## config.mk

```make
export PLATFORM = sky130hd
export DESIGN_NAME = lsu_param
export DESIGN_NICKNAME = d
export VERILOG_FILES = /design/src/rtl/lsu_pkg.sv /design/src/rtl/lsu_watchdog.sv /design/src/rtl/lsu_param.sv
export SDC_FILE = /design/constraint.sdc
export NUM_CORES = 1
export LEC_CHECK = 0
export BUFFER_PORTS_ARGS = -buffer_cell sky130_fd_sc_hd__buf_2
export CAP_MARGIN = 20
export CORE_MARGIN = 2
export CORE_UTILIZATION = 47
export DETAILED_ROUTE_END_ITERATION = 8
export PLACE_DENSITY = 0.84
export SYNTH_ARGS = -nofsm -noshare
export SYNTH_HDL_FRONTEND = slang
export SYNTH_SLANG_ARGS = --single-unit
export TNS_END_PERCENT = 50
```

## constraint.sdc

```tcl
create_clock -name clk -period 2.3 [get_ports clk]
set_input_delay 0.345 -clock clk [delete_from_list [all_inputs] [get_ports clk]]
set_output_delay 0.345 -clock clk [all_outputs]
set_load 0.02 [all_outputs]
```

## src/rtl/lsu_pkg.sv

```systemverilog
// Shared types and constants for the per-thread load-store unit.
//   lsu_state_t        : 3-bit LSU FSM encoding, visible on lsu_param.lsu_state
//   CORE_STATE_REQUEST : core pipeline state in which a new LDR/STR is issued
//   CORE_STATE_UPDATE  : core pipeline state that retires a finished/failed op
package lsu_pkg;

  typedef enum logic [2:0] {
    LSU_IDLE       = 3'd0,
    LSU_REQUESTING = 3'd1,
    LSU_WAITING    = 3'd2,
    LSU_DONE       = 3'd3,
    LSU_ERROR      = 3'd4
  } lsu_state_t;

  localparam logic [2:0] CORE_STATE_REQUEST = 3'b011;
  localparam logic [2:0] CORE_STATE_UPDATE  = 3'b110;

endpackage

```

## src/rtl/lsu_watchdog.sv

```systemverilog
// Wait-cycle watchdog for the LSU. Built only when LSU_TIMEOUT_EN is defined.
//   clk, reset : clock / async active-low reset
//   clear      : restart the count (asserted on the cycle before WAITING)
//   tick       : one WAITING cycle passed without the memory accepting
//   expired    : this is the TIMEOUT_CYCLES-th WAITING cycle without ready;
//                the LSU aborts on the coming edge unless ready arrives
module lsu_watchdog #(
  parameter int unsigned TIMEOUT_CYCLES = 64
) (
  input  logic clk,
  input  logic reset,
  input  logic clear,
  input  logic tick,
  output logic expired
);

  localparam int unsigned CW = $clog2(TIMEOUT_CYCLES) + 1;

  logic [CW-1:0] cnt;

  always_ff @(posedge clk or negedge reset) begin
    if (!reset)      cnt <= '0;
    else if (clear)  cnt <= '0;
    else if (tick)   cnt <= cnt + 1'b1;
  end

  // cnt counts earlier stalled cycles, so the current cycle is number cnt+1
  assign expired = (cnt == CW'(TIMEOUT_CYCLES - 1));

endmodule

```

## src/rtl/lsu_param.sv

```systemverilog
// Per-thread load-store unit with valid/ready memory handshake.
// Executes one LDR or STR per REQUEST from the core; result/error held until
// the core reaches UPDATE.
//   clk, reset                : clock / async active-low reset
//   enable                    : lane active; low aborts to IDLE on next edge
//   core_state                : core pipeline state (REQUEST / UPDATE used)
//   decoded_mem_read_enable   : instruction is LDR
//   decoded_mem_write_enable  : instruction is STR
//   rs, rt                    : address operand, store data operand
//   mem_read_*  / mem_write_* : memory controller request/accept channels
//   lsu_state                 : IDLE/REQUESTING/WAITING/DONE/ERROR
//   lsu_out                   : last loaded data
//   lsu_error                 : last op failed (rd+wr conflict or timeout)
// Build option: define LSU_TIMEOUT_EN to abort WAITING after TIMEOUT_CYCLES
// cycles without ready.
module lsu_param
  import lsu_pkg::*;
#(
  parameter int unsigned DATA_BITS      = 8,
  parameter int unsigned ADDR_BITS      = 8,
  parameter int unsigned TIMEOUT_CYCLES = 64
) (
  input  logic                 clk,
  input  logic                 reset,
  input  logic                 enable,
  input  logic [2:0]           core_state,
  input  logic                 decoded_mem_read_enable,
  input  logic                 decoded_mem_write_enable,
  input  logic [DATA_BITS-1:0] rs,
  input  logic [DATA_BITS-1:0] rt,
  output logic                 mem_read_valid,
  output logic [ADDR_BITS-1:0] mem_read_address,
  input  logic                 mem_read_ready,
  input  logic [DATA_BITS-1:0] mem_read_data,
  output logic                 mem_write_valid,
  output logic [ADDR_BITS-1:0] mem_write_address,
  output logic [DATA_BITS-1:0] mem_write_data,
  input  logic                 mem_write_ready,
  output logic [2:0]           lsu_state,
  output logic [DATA_BITS-1:0] lsu_out,
  output logic                 lsu_error
);

  if (TIMEOUT_CYCLES < 1) begin : g_bad_timeout
    $error("lsu_param: TIMEOUT_CYCLES must be >= 1");
  end

  lsu_state_t           state, state_nxt;
  logic                 is_read;     // op type, fixed when leaving IDLE
  logic [ADDR_BITS-1:0] addr_q;      // shared by both channels
  logic [DATA_BITS-1:0] wdata_q;
  logic [ADDR_BITS-1:0] addr_d;
  logic                 ready_hit;
  logic                 timeout;

  // rs zero-extended or truncated to the address width
  if (ADDR_BITS <= DATA_BITS) begin : g_addr_trunc
    assign addr_d = rs[ADDR_BITS-1:0];
  end else begin : g_addr_ext
    assign addr_d = {{(ADDR_BITS-DATA_BITS){1'b0}}, rs};
  end

  assign ready_hit = is_read ? mem_read_ready : mem_write_ready;

`ifdef LSU_TIMEOUT_EN
  lsu_watchdog #(.TIMEOUT_CYCLES(TIMEOUT_CYCLES)) u_wdog (
    .clk     (clk),
    .reset   (reset),
    .clear   (state == LSU_REQUESTING),
    .tick    (state == LSU_WAITING && !ready_hit),
    .expired (timeout)
  );
`else
  assign timeout = 1'b0;
`endif

  // state register
  always_ff @(posedge clk or negedge reset) begin
    if (!reset) state <= LSU_IDLE;
    else        state <= state_nxt;
  end

  // next-state
  always_comb begin
    state_nxt = state;
    unique case (state)
      LSU_IDLE: begin
        if (enable && core_state == CORE_STATE_REQUEST) begin
          if (decoded_mem_read_enable && decoded_mem_write_enable)
            state_nxt = LSU_ERROR;
          else if (decoded_mem_read_enable || decoded_mem_write_enable)
            state_nxt = LSU_REQUESTING;
        end
      end
      LSU_REQUESTING: state_nxt = LSU_WAITING;
      LSU_WAITING: begin
        // ready beats a timeout on the same edge
        if (ready_hit)    state_nxt = LSU_DONE;
        else if (timeout) state_nxt = LSU_ERROR;
      end
      LSU_DONE, LSU_ERROR: begin
        if (core_state == CORE_STATE_UPDATE) state_nxt = LSU_IDLE;
      end
      default: state_nxt = LSU_IDLE;
    endcase
    if (!enable) state_nxt = LSU_IDLE;
  end

  // request/result registers
  always_ff @(posedge clk or negedge reset) begin
    if (!reset) begin
      is_read <= 1'b0;
      addr_q  <= '0;
      wdata_q <= '0;
      lsu_out <= '0;
    end else if (enable) begin
      if (state == LSU_IDLE && state_nxt == LSU_REQUESTING)
        is_read <= decoded_mem_read_enable;
      if (state == LSU_REQUESTING) begin
        addr_q <= addr_d;
        if (!is_read) wdata_q <= rt;
      end
      if (state == LSU_WAITING && is_read && mem_read_ready)
        lsu_out <= mem_read_data;
    end
  end

  // outputs: valid is exactly "in WAITING", so it drops on the accept edge
  always_comb begin
    mem_read_valid  = (state == LSU_WAITING) &&  is_read;
    mem_write_valid = (state == LSU_WAITING) && !is_read;
    lsu_error       = (state == LSU_ERROR);
    lsu_state       = state;
  end

  assign mem_read_address  = addr_q;
  assign mem_write_address = addr_q;
  assign mem_write_data    = wdata_q;

endmodule

```

# After elaboration in Yosys (flattened, before gate mapping)
# Cells that the tools add are included.
classes:
  addsub: 0
  mul: 0
  n_div: 0
  n_lt_le_gt_ge: 0
  eq_ne: 7
  n_shift: 0
  mux: 8
  bitwise: 1
  n_reduce_logical: 14
op_table:
  columns: ["operator", "count"]
  rows:
  - ["$mux 3", 6]
  - ["$pmux 3 s4", 1]
  - ["$eq 3x2->1 const B", 3]
  - ["$eq 3x1->1 const B", 2]
  - ["$eq 3x3->1 const B", 2]
  - ["$logic_and 1x1->1", 6]
  - ["$reduce_and 2->1", 3]
  - ["$logic_not 3->1", 1]
  - ["$reduce_and 3->1", 1]
  - ["$reduce_or 2->1", 1]
  - ["$logic_not 1->1", 1]
  - ["$logic_or 1x1->1", 1]
  - ["$mux 1", 1]
  - ["$not 1->1", 1]
totals:
  regBits: 28
  latchBits: 0
  ram_bits: 0
  rom_bits: 0
  in_bits: 34
  out_inout_bits: 38
  elab_cells: 35
  mem_count: 0

# Logic depth before layout (Yosys ltp)
# Gate-level depths: netlist (run 1).
depth:
  depth_word: 9
  depth_mapped: 5
  ltp_nobuf: 3

# Worst setup path after synthesis (run 1)
# Ideal clock, no wire load.
synth_path:
  path_type: "register to output"
  start: "register state[1], in the netlist lsu_state[1]"
  end: "output mem_write_valid"
  t_arrival_ns: 1.324
  required_time_ns: 1.955
  slack_ns: 0.631
  stages_incl_launch_ff: 3
  path_buffers: 0
  path_cell_list: "dfrtp_1 -> inv_1 -> nor4_1"
synth_via:
  elab_chain_len: 2
synth_lines:
  columns: ["element", "line", "source"]
  rows:
  - ["from (decl)", "lsu_param.sv:48", "lsu_state_t state, state_nxt;"]
  - ["from (signal assigned)", "lsu_param.sv:80", "else state <= state_nxt;"]
  - ["$eq 3x2->1", "lsu_param.sv:131", "mem_write_valid = (state == LSU_WAITING) && !is_read;"]
  - ["$logic_and 1x1->1", "lsu_param.sv:131", null]
  - ["to (decl)", "lsu_param.sv:35", "output logic mem_write_valid,"]
# Every way passes these cells.

# Final worst setup path (run 1)
# Same ends and word-level chain as after synthesis.

==> qor.txt, run 1 <==
Crit Reg-Reg Endpoint - lsu_out[3]
Ys Warns - 0
syn_nets - 123
share of layout cells above drive strength 1 - 0.6753
CTS tree - built
via count - 918
DR iter-0 viols - 14
n_diodes - 0
Leakage - 0.9017 nW
clk buf depth - 2
Final ANT Viol Nets - 0
area of the die - 3180 µm²
reg-to-reg startpoint - lsu_state[2]
crit share post-route - 0.7594
Slew Limit Fails - 0
max_slew headroom - 0.6071
fill count - 209
CP cell instances - inv_1 > nor4_1 > buf_2
Post-CTS Setup Bufs - 0
first-pass GRT wire length - 4153 µm
most common cell after layout, fill and taps aside - buf_2
drt total wl - 2555 µm
worst reg-to-reg path cell count - 3
crit path DAT - 1400 ps
pin count of the biggest net entering global routing - 29
total number of H-tree levels - 1
Sequential Area - 700.7 µm²
I/O Buffers - 71
Post-CTS Resized - 0
run status - finished clean
Remaining Overflow, GRT - 0
Initial Utilization - 0.5069
Yosys reg bits - 28
DP HPWL - 2087 µm
Final nets - 189
Cell variety after synth - 26
Setup crit end kind - primary output
upper clock frequency limit - 572.5 MHz
hold_buf cts - 0
io pins - 72
Slew @ Worst Pin - 589.3 ps
Setup CP Type - reg2out
Row Count - 18
core area - 2545 µm²
total negative slack - 0 ps
Final Hold Fails - 0
initial antenna violation count - 0
Syn Area/Cell - 14.49 µm²
skew final - 10.56 ps
final setup violation count - 0
Synth Instances - 89
Layout area overhead - 27.93%
Max Cap Viol - 0
TritonCTS buffer count - 3
CTS Sinks - 28
Setup crit start kind - flip-flop
Finished Cell Area - 1650 µm²
Req. time, crit path - 1960 ps
Slowest Stage Delay on Critical Path - 490 ps
via count of the first global-routing pass - 930
maximum VDD drop - 0.6772 mV
Multi-input gate area - 489.2 µm²
RSZ-0062 raised after global routing - false
clock period minus worst slack - 1747 ps
HP Class - in2async
Seq/Total Area, Yosys - 0.5432
post-DR wirelength/cell - 13.89 µm
drt pass-1 iters - 4
worst-path maximum fanout - 7
DR vias/cell - 4.989
reg-to-reg setup timing slack - 620 ps
Placer Congestion - 0.8491
most frequent cells in the layout - buf_2, dfrtp_1, mux2_2
Die H - 56.39 µm
Clk Latency, worst-skew pair - 320 ps
Clk pin slew, worst setup/hold paths - 150 ps
Power Density - 1060 nW/µm²
CTS root buf - clkbuf_4
DR DRC count - 0
Slowest-stage cell, CP - dfrtp_1
Area after DPL - 1598 µm²
die width - 56.39 µm
Fin Hold WS - 8.122 ps
Critical path origin - lsu_state[1]
synthesized cell area - 1290 µm²
GRT Total Usage - 0.1664
Power Total - 1.750 mW
-- state kept, by name, summed over array words and instances (netlist names) --
register and count:
is_read 1, mem_write_data 8, lsu_state 3, lsu_out 8, mem_read_address 8
-- report_power, final --
part / switching (mW) / internal [mW] / total, mW
Clock: 0.133 / 0.176 / 0.309
Combinational: 0.402 / 0.308 / 0.709
Sequential: 0.0940 / 0.638 / 0.732
Total: 0.629 / 1.12 / 1.75
-- through the flow --
| stage | worst slack [ps] | cells | utilization |
|---|---|---|---|
| after CTS | 568.1 | 184 | 0.6485 |
| after floorplan | 630.8 | 89 | - |
| after detailed placement | 631.1 | 180 | 0.6278 |
| final | 553.3 | 184 | 0.6485 |
| after global placement | 677.0 | 180 | 0.6278 |
| after global routing | 463.7 | 184 | 0.6485 |
-- critical path, delay by kind of cell, from the launching register on --
kind	cells	cell delay [ps]
buf+inv	2	310
simple gates	1	300
flops	1	490
-- how the worst max path moves through the flow --
stage                       to
2_1_floorplan  mem_write_valid
3_3_place_gp        lsu_out[5]
3_5_place_dp        lsu_out[3]
4_1_cts        mem_write_valid
5_1_grt        mem_write_valid
6_report       mem_write_valid
-- logic make-up (layout without fill, tap and decap cells) --
kind of cell,count (synthesis),after routing,share of synthesized area
flip-flops,28,28,0.5432
multiplexers,26,26,0.2493
AND/OR/NAND/NOR,17,17,0.09797
buffers and inverters,13,78,0.08244
AO/OA/AOI/OAI,4,4,0.02036
XOR/XNOR,1,1,0.006791
-- layout make-up --
| cell class | instances | area share |
|---|---|---|
| Inverter | 2 | 0.004549 |
| Clock buffer | 3 | 0.01365 |
| Multi-Input combinational cell | 48 | 0.2964 |
| Clock inverter | 1 | 0.01820 |
| Sequential cell | 28 | 0.4246 |
| Tap cell | 30 | 0.02274 |
| Timing Repair Buffer | 72 | 0.2199 |
-- synth_stat cells --
library cell / n / area, µm²
nor4_1: 1 / 6.260
buf_6: 1 / 11.26
mux2_1: 1 / 11.26
nor4bb_1: 1 / 10.01
a22oi_1: 1 / 7.510
buf_4: 9 / 67.56
inv_1: 2 / 7.510
and4b_1: 1 / 10.01
xor2_1: 1 / 8.760
mux2i_1: 1 / 10.01
nor3_1: 1 / 5.000
nor2_1: 2 / 7.510
nand2_1: 3 / 11.26
mux2_2: 16 / 180.2
and2_1: 1 / 6.260
buf_12: 1 / 20.02
mux2_4: 8 / 120.1
o21ai_0: 1 / 5.000
and3_1: 1 / 6.260
dfrtp_1: 28 / 700.7
and4bb_2: 2 / 25.02
or2b_1: 1 / 7.510
a21oi_1: 1 / 5.000
a311oi_1: 1 / 8.760
nor2b_4: 1 / 13.76
nand4b_1: 2 / 17.52
-- layer usage --
metal	vias up	GRT usage	part of all wire
met5	-	0	0
met3	2	0.02995	0.065
met1	446	0.1910	0.38
met4	0	0.07143	0.0070
li1	435	-	-
met2	35	0.3008	0.54
Note: power is estimated with default switching activity, not from simulation.
==> inputs of run 2 (changes only) <==
Settings changed: CORE_UTILIZATION 47 to 43, PLACE_DENSITY 0.84 to 0.78.
Clock period 2.3 ns to 1.8 ns, I/O delays scaled along.
==> qor.txt, run 2 (synthesis gave the netlist of run 1 again) <==
Final Hold Fails - 0 (unchanged)
TritonCTS buffer count - 3 (unchanged)
Row Count - 19 (+1)
Layout area overhead - 29.39%
RSZ-0062 raised after global routing - false
Slowest-stage cell, CP - dfrtp_1
Power Total - 2.257 mW (+29%)
Die H - 58.77 µm (+4.2%)
HP Class - in2reg
Slew Limit Fails - 0 (unchanged)
I/O Buffers - 71 (unchanged)
hold worst-path end - lsu_out[1]
upper clock frequency limit - 590.0 MHz
Slew @ Worst Pin - 596.6 ps (+7.215 ps)
share of layout cells above drive strength 1 - 0.6731 (-0.002248)
Power Density - 1353 nW/µm² (+28%)
Crit Reg-Reg Endpoint - lsu_out[5]
Remaining Overflow, GRT - 0 (unchanged)
Finished Cell Area - 1669 µm² (+1.1%)
io pins - 72 (unchanged)
drt total wl - 2557 µm (about the same)
core area - 2805 µm² (+10%)
most common cell after layout, fill and taps aside - buf_2
n_diodes - 0 (unchanged)
maximum VDD drop - 0.4812 mV (-29%)
CTS Sinks - 28 (unchanged)
crit path DAT - 1420 ps (+20 ps)
Post-Layout Cell Count - 187 (+1.6%)
clk buf depth - 2 (unchanged)
reg-to-reg startpoint - lsu_state[2]
skew final - 17.42 ps (+6.855 ps)
total negative slack - 0 ps (unchanged)
max_slew headroom - 0.6023 (-0.004810)
DR iter-0 viols - 23 (+9)
clock period minus worst slack - 1695 ps
hold path cells - 2
pin count of the biggest net entering global routing - 29 (unchanged)
Setup crit start kind - flip-flop
DR vias/cell - 4.930 (-1.2%)
Clk Latency, worst-skew pair - 320 ps (about the same)
PnR worst setup slack - 105.1 ps (-448.2 ps)
Final ANT Viol Nets - 0 (unchanged)
Placer Congestion - 0.7775 (-8.4%)
Final nets - 191 (+1.1%)
Area after DPL - 1607 µm² (+0.55%)
CP cell instances - inv_1 > nor4_1 > buf_2
run status - complete, but fails checks
Fin Hold WS - 156.3 ps (+148.2 ps)
worst-path maximum fanout - 7 (unchanged)
Setup crit end kind - primary output
beginning of the worst hold path - mem_read_data[1]
most frequent cells in the layout - buf_2, dfrtp_1, mux2_2
Setup CP Type - reg2out
DR DRC count - 6 (+6)
worst slack at placement - 130.3 ps (-500.8 ps)
Slowest Stage Delay on Critical Path - 490 ps (about the same)
crit share post-route - 0.9416
Req. time, crit path - 1530 ps (-430 ps)
CTS tree - built
total number of H-tree levels - 1 (unchanged)
Leakage - 0.9109 nW (+1.0%)
Critical path origin - lsu_state[1]
via count - 922 (+0.44%)
CTS root buf - clkbuf_4
Max Cap Viol - 0 (unchanged)
Initial Utilization - 0.4599 (-0.04703)
Util after Layout - 0.5950 (-0.05347)
post-DR wirelength/cell - 13.67 µm (-1.5%)
first-pass GRT wire length - 4050 µm (-2.5%)
final setup violation count - 0 (unchanged)
worst reg-to-reg path cell count - 3 (unchanged)
Post-Place Cells - 182 (+1.1%)
reg-to-reg setup timing slack - 110 ps (-510 ps)
area of the die - 3454 µm² (+8.6%)
via count of the first global-routing pass - 920 (-1.1%)
die width - 58.77 µm (+4.2%)
initial antenna violation count - 0 (unchanged)
drt pass-1 iters - 6 (+2)
failing checks - DRC
GRT Total Usage - 0.1527 (-0.01372)
Clk pin slew, worst setup/hold paths - 160 ps (about the same)
==> run 2: changes by cell type in the layout (fill, tap and decap cells not counted) <==
cell / previous run / this run
buf_4: 1 / 2
dlygate4sd3_1: 0 / 1
==> run 2: how the worst max path moves through the flow <==
stage | end | slack [ps]
global placement | mem_write_data[0] | 190
CTS | mem_write_valid | 100
global route | mem_write_valid | 20
floorplan | mem_write_data[0] | 130
finish | mem_write_valid | 110
detailed placement | lsu_out[5] | 130
==> run 2: critical path, delay by kind of cell, from the launching register on <==
family / cells / cell delay, ps
simple gates: 1 / 320
flops: 1 / 490
buf+inv: 2 / 310
==> run 2: layout make-up <==
cell class | count | area, µm²
Inverter | 2 | 7.507
Timing Repair Buffer | 74 | 380.4
Fill cell | 237 | 1136
Tap cell | 31 | 38.79
Clock inverter | 1 | 30.03
Sequential cell | 28 | 700.7
Multi-Input combinational cell | 48 | 489.2
Clock buffer | 3 | 22.52
==> run 2: per-layer routing <==
metal | share of wire | GRT usage | up-vias | wire length [µm]
met4 | 0.0063 | 0.02922 | 0 | 16
met2 | 0.52 | 0.2762 | 38 | 1323
met3 | 0.074 | 0.03297 | 2 | 188
met5 | 0 | 0 | - | 0
met1 | 0.40 | 0.1872 | 441 | 1029
li1 | - | - | 441 | -
==> run 2: power by group <==
part	switching (mW)	total, mW	internal [mW]
Clock	0.177	0.402	0.225
Sequential	0.108	0.922	0.815
Combinational	0.529	0.933	0.403
==> run 2: what timing repair did <==
| action | 4_1_cts | 5_1_grt |
|---|---|---|
| hold buffers | 1 | 0 |
| hold endpoints to repair | 28 | 0 |
| resized for setup | 0 | 0 |
| buffers inserted | 0 | 0 |
==> inputs of run 3 (changes only) <==
Settings changed: CORE_UTILIZATION 43 to 34, CTS_CLUSTER_SIZE set to 20, PLACE_DENSITY 0.78 to unset.
==> qor.txt, run 3 (synthesis gave the netlist of run 1 again) <==
Post-CTS Resized - 0 (unchanged)
Fin Hold WS - 7.013 ps (-149.3 ps)
Post-CTS Setup Bufs - 0 (unchanged)
share of layout cells above drive strength 1 - 0.6815 (+0.008452)
Layout area overhead - 32.88%
DP HPWL - 1933 µm
Setup crit start kind - flip-flop
reg-to-reg startpoint - lsu_state[2]
Post-Place Cells - 201 (+10%)
CTS tree - built
Critical path origin - lsu_state[2]
core area - 3661 µm² (+31%)
initial antenna violation count - 0 (unchanged)
Placer Congestion - 0.7520 (-3.3%)
crit share post-route - 0.9176 (-0.02399)
via count - 931 (+0.98%)
total negative slack - 0 ps (unchanged)
Slew @ Worst Pin - 614.4 ps (+17.82 ps)
Leakage - 0.9253 nW (+1.6%)
PnR worst setup slack - 148.3 ps (+43.17 ps)
Req. time, crit path - 1960 ps (+430 ps)
Row Count - 22 (+3)
I/O Buffers - 71 (unchanged)
drt total wl - 2421 µm (-5.3%)
DR DRC count - 0 (-6)
RSZ-0062 raised after global routing - false
reg-to-reg setup timing slack - 150 ps (+40 ps)
DR iter-0 viols - 27 (+17%)
n_diodes - 0 (unchanged)
first-pass GRT wire length - 3864 µm (-4.6%)
via count of the first global-routing pass - 876 (-4.8%)
HP Class - in2async
clk buf depth - 2 (unchanged)
io pins - 72 (unchanged)
total number of H-tree levels - 1 (unchanged)
final setup violation count - 0 (unchanged)
TritonCTS buffer count - 3 (unchanged)
GRT Total Usage - 0.1192 (-0.03347)
Crit Reg-Reg Endpoint - lsu_out[7]
skew final - 2.459 ps (-14.96 ps)
run status - finished clean
Remaining Overflow, GRT - 0 (unchanged)
Clk Latency, worst-skew pair - 270 ps (-50 ps)
drt pass-1 iters - 3 (-3)
hold_buf cts - 0 (-1)
worst reg-to-reg path cell count - 3 (unchanged)
worst-path maximum fanout - 8 (+1)
most common cell after layout, fill and taps aside - buf_2
Post-Layout Cell Count - 205 (+9.6%)
max_slew headroom - 0.5904 (-0.01188)
post-DR wirelength/cell - 11.81 µm (-14%)
Slew Limit Fails - 0 (unchanged)
Util after Layout - 0.4682 (-0.1268)
Die H - 65.60 µm (+12%)
maximum VDD drop - 0.5086 mV (+5.7%)
clock period minus worst slack - 1652 ps (-43.17 ps)
upper clock frequency limit - 605.4 MHz (+2.6%)
CTS Sinks - 28 (unchanged)
Critical Path Sink - lsu_out[7]
worst slack at placement - 141.2 ps (+10.92 ps)
Max Cap Viol - 0 (unchanged)
Initial Utilization - 0.3524 (-0.1075)
Final ANT Viol Nets - 0 (unchanged)
area of the die - 4303 µm² (+25%)
crit path DAT - 1810 ps (+390 ps)
Final nets - 192 (+0.52%)
Setup CP Type - reg2reg
Final Hold Fails - 0 (unchanged)
pin count of the biggest net entering global routing - 29 (unchanged)
Setup crit end kind - flip-flop
DR vias/cell - 4.541 (-7.9%)
Power Density - 1355 nW/µm² (+0.19%)
die width - 65.60 µm (+12%)
most frequent cells in the layout - buf_2, dfrtp_1, mux2_2
Clk pin slew, worst setup/hold paths - 90 ps (-70 ps)
CTS root buf - clkbuf_8
## run 3: worst min-delay path by stage
stage | slack, ps | cells after the start | end | start
final | 7 | 1 | lsu_out[1] | reset
after global routing | 30 | 1 | mem_write_data[2] | reset
after CTS | 20 | 1 | mem_write_data[2] | reset
after detailed placement | 330 | 1 | mem_write_data[2] | reset
after global placement | 310 | 1 | mem_write_data[2] | reset
after floorplan | -30 | 0 | is_read | reset
## run 3: stage by stage
| step | total power [mW] | instance area [µm²] |
|---|---|---|
| finish | 2.323 | 1714 |
| global route | 2.478 | 1714 |
| detailed placement | 1.874 | 1643 |
| CTS | 2.364 | 1714 |
| floorplan | 1.622 | 1290 |
| global placement | 1.864 | 1643 |
## run 3: area by class of cell
cell class | instances | area, µm²
flip-flops and latches | 28 | 700.7
clock buffers | 3 | 41.29
fillers | 341 | 1947
clock inverters | 1 | 30.03
inverters | 2 | 7.507
repair buffers | 75 | 385.4
multi-input cells | 48 | 489.2
well taps | 48 | 60.06
## run 3: per-layer routing
layer | part of all wire | vias to the layer above | track usage | routed length [µm]
met3 | 0.069 | 2 | 0.04110 | 168
met5 | 0 | - | 0 | 0
li1 | - | 443 | - | -
met4 | 0.0078 | 0 | 0.03906 | 19
met1 | 0.40 | 444 | 0.1374 | 974
met2 | 0.52 | 42 | 0.2066 | 1259
## run 3: critical path: stages, from the launching register on
cell and delay [ps]:
dfrtp_1 460, and4bb_2 330, and3_1 370, mux2_2 380
## run 3: power breakdown
| part | total (mW) | switching (mW) | internal (mW) |
|---|---|---|---|
| combinational | 0.926 | 0.522 | 0.404 |
| clock | 0.476 | 0.179 | 0.297 |
| sequential | 0.921 | 0.105 | 0.816 |
| total | 2.32 | 0.805 | 1.52 |
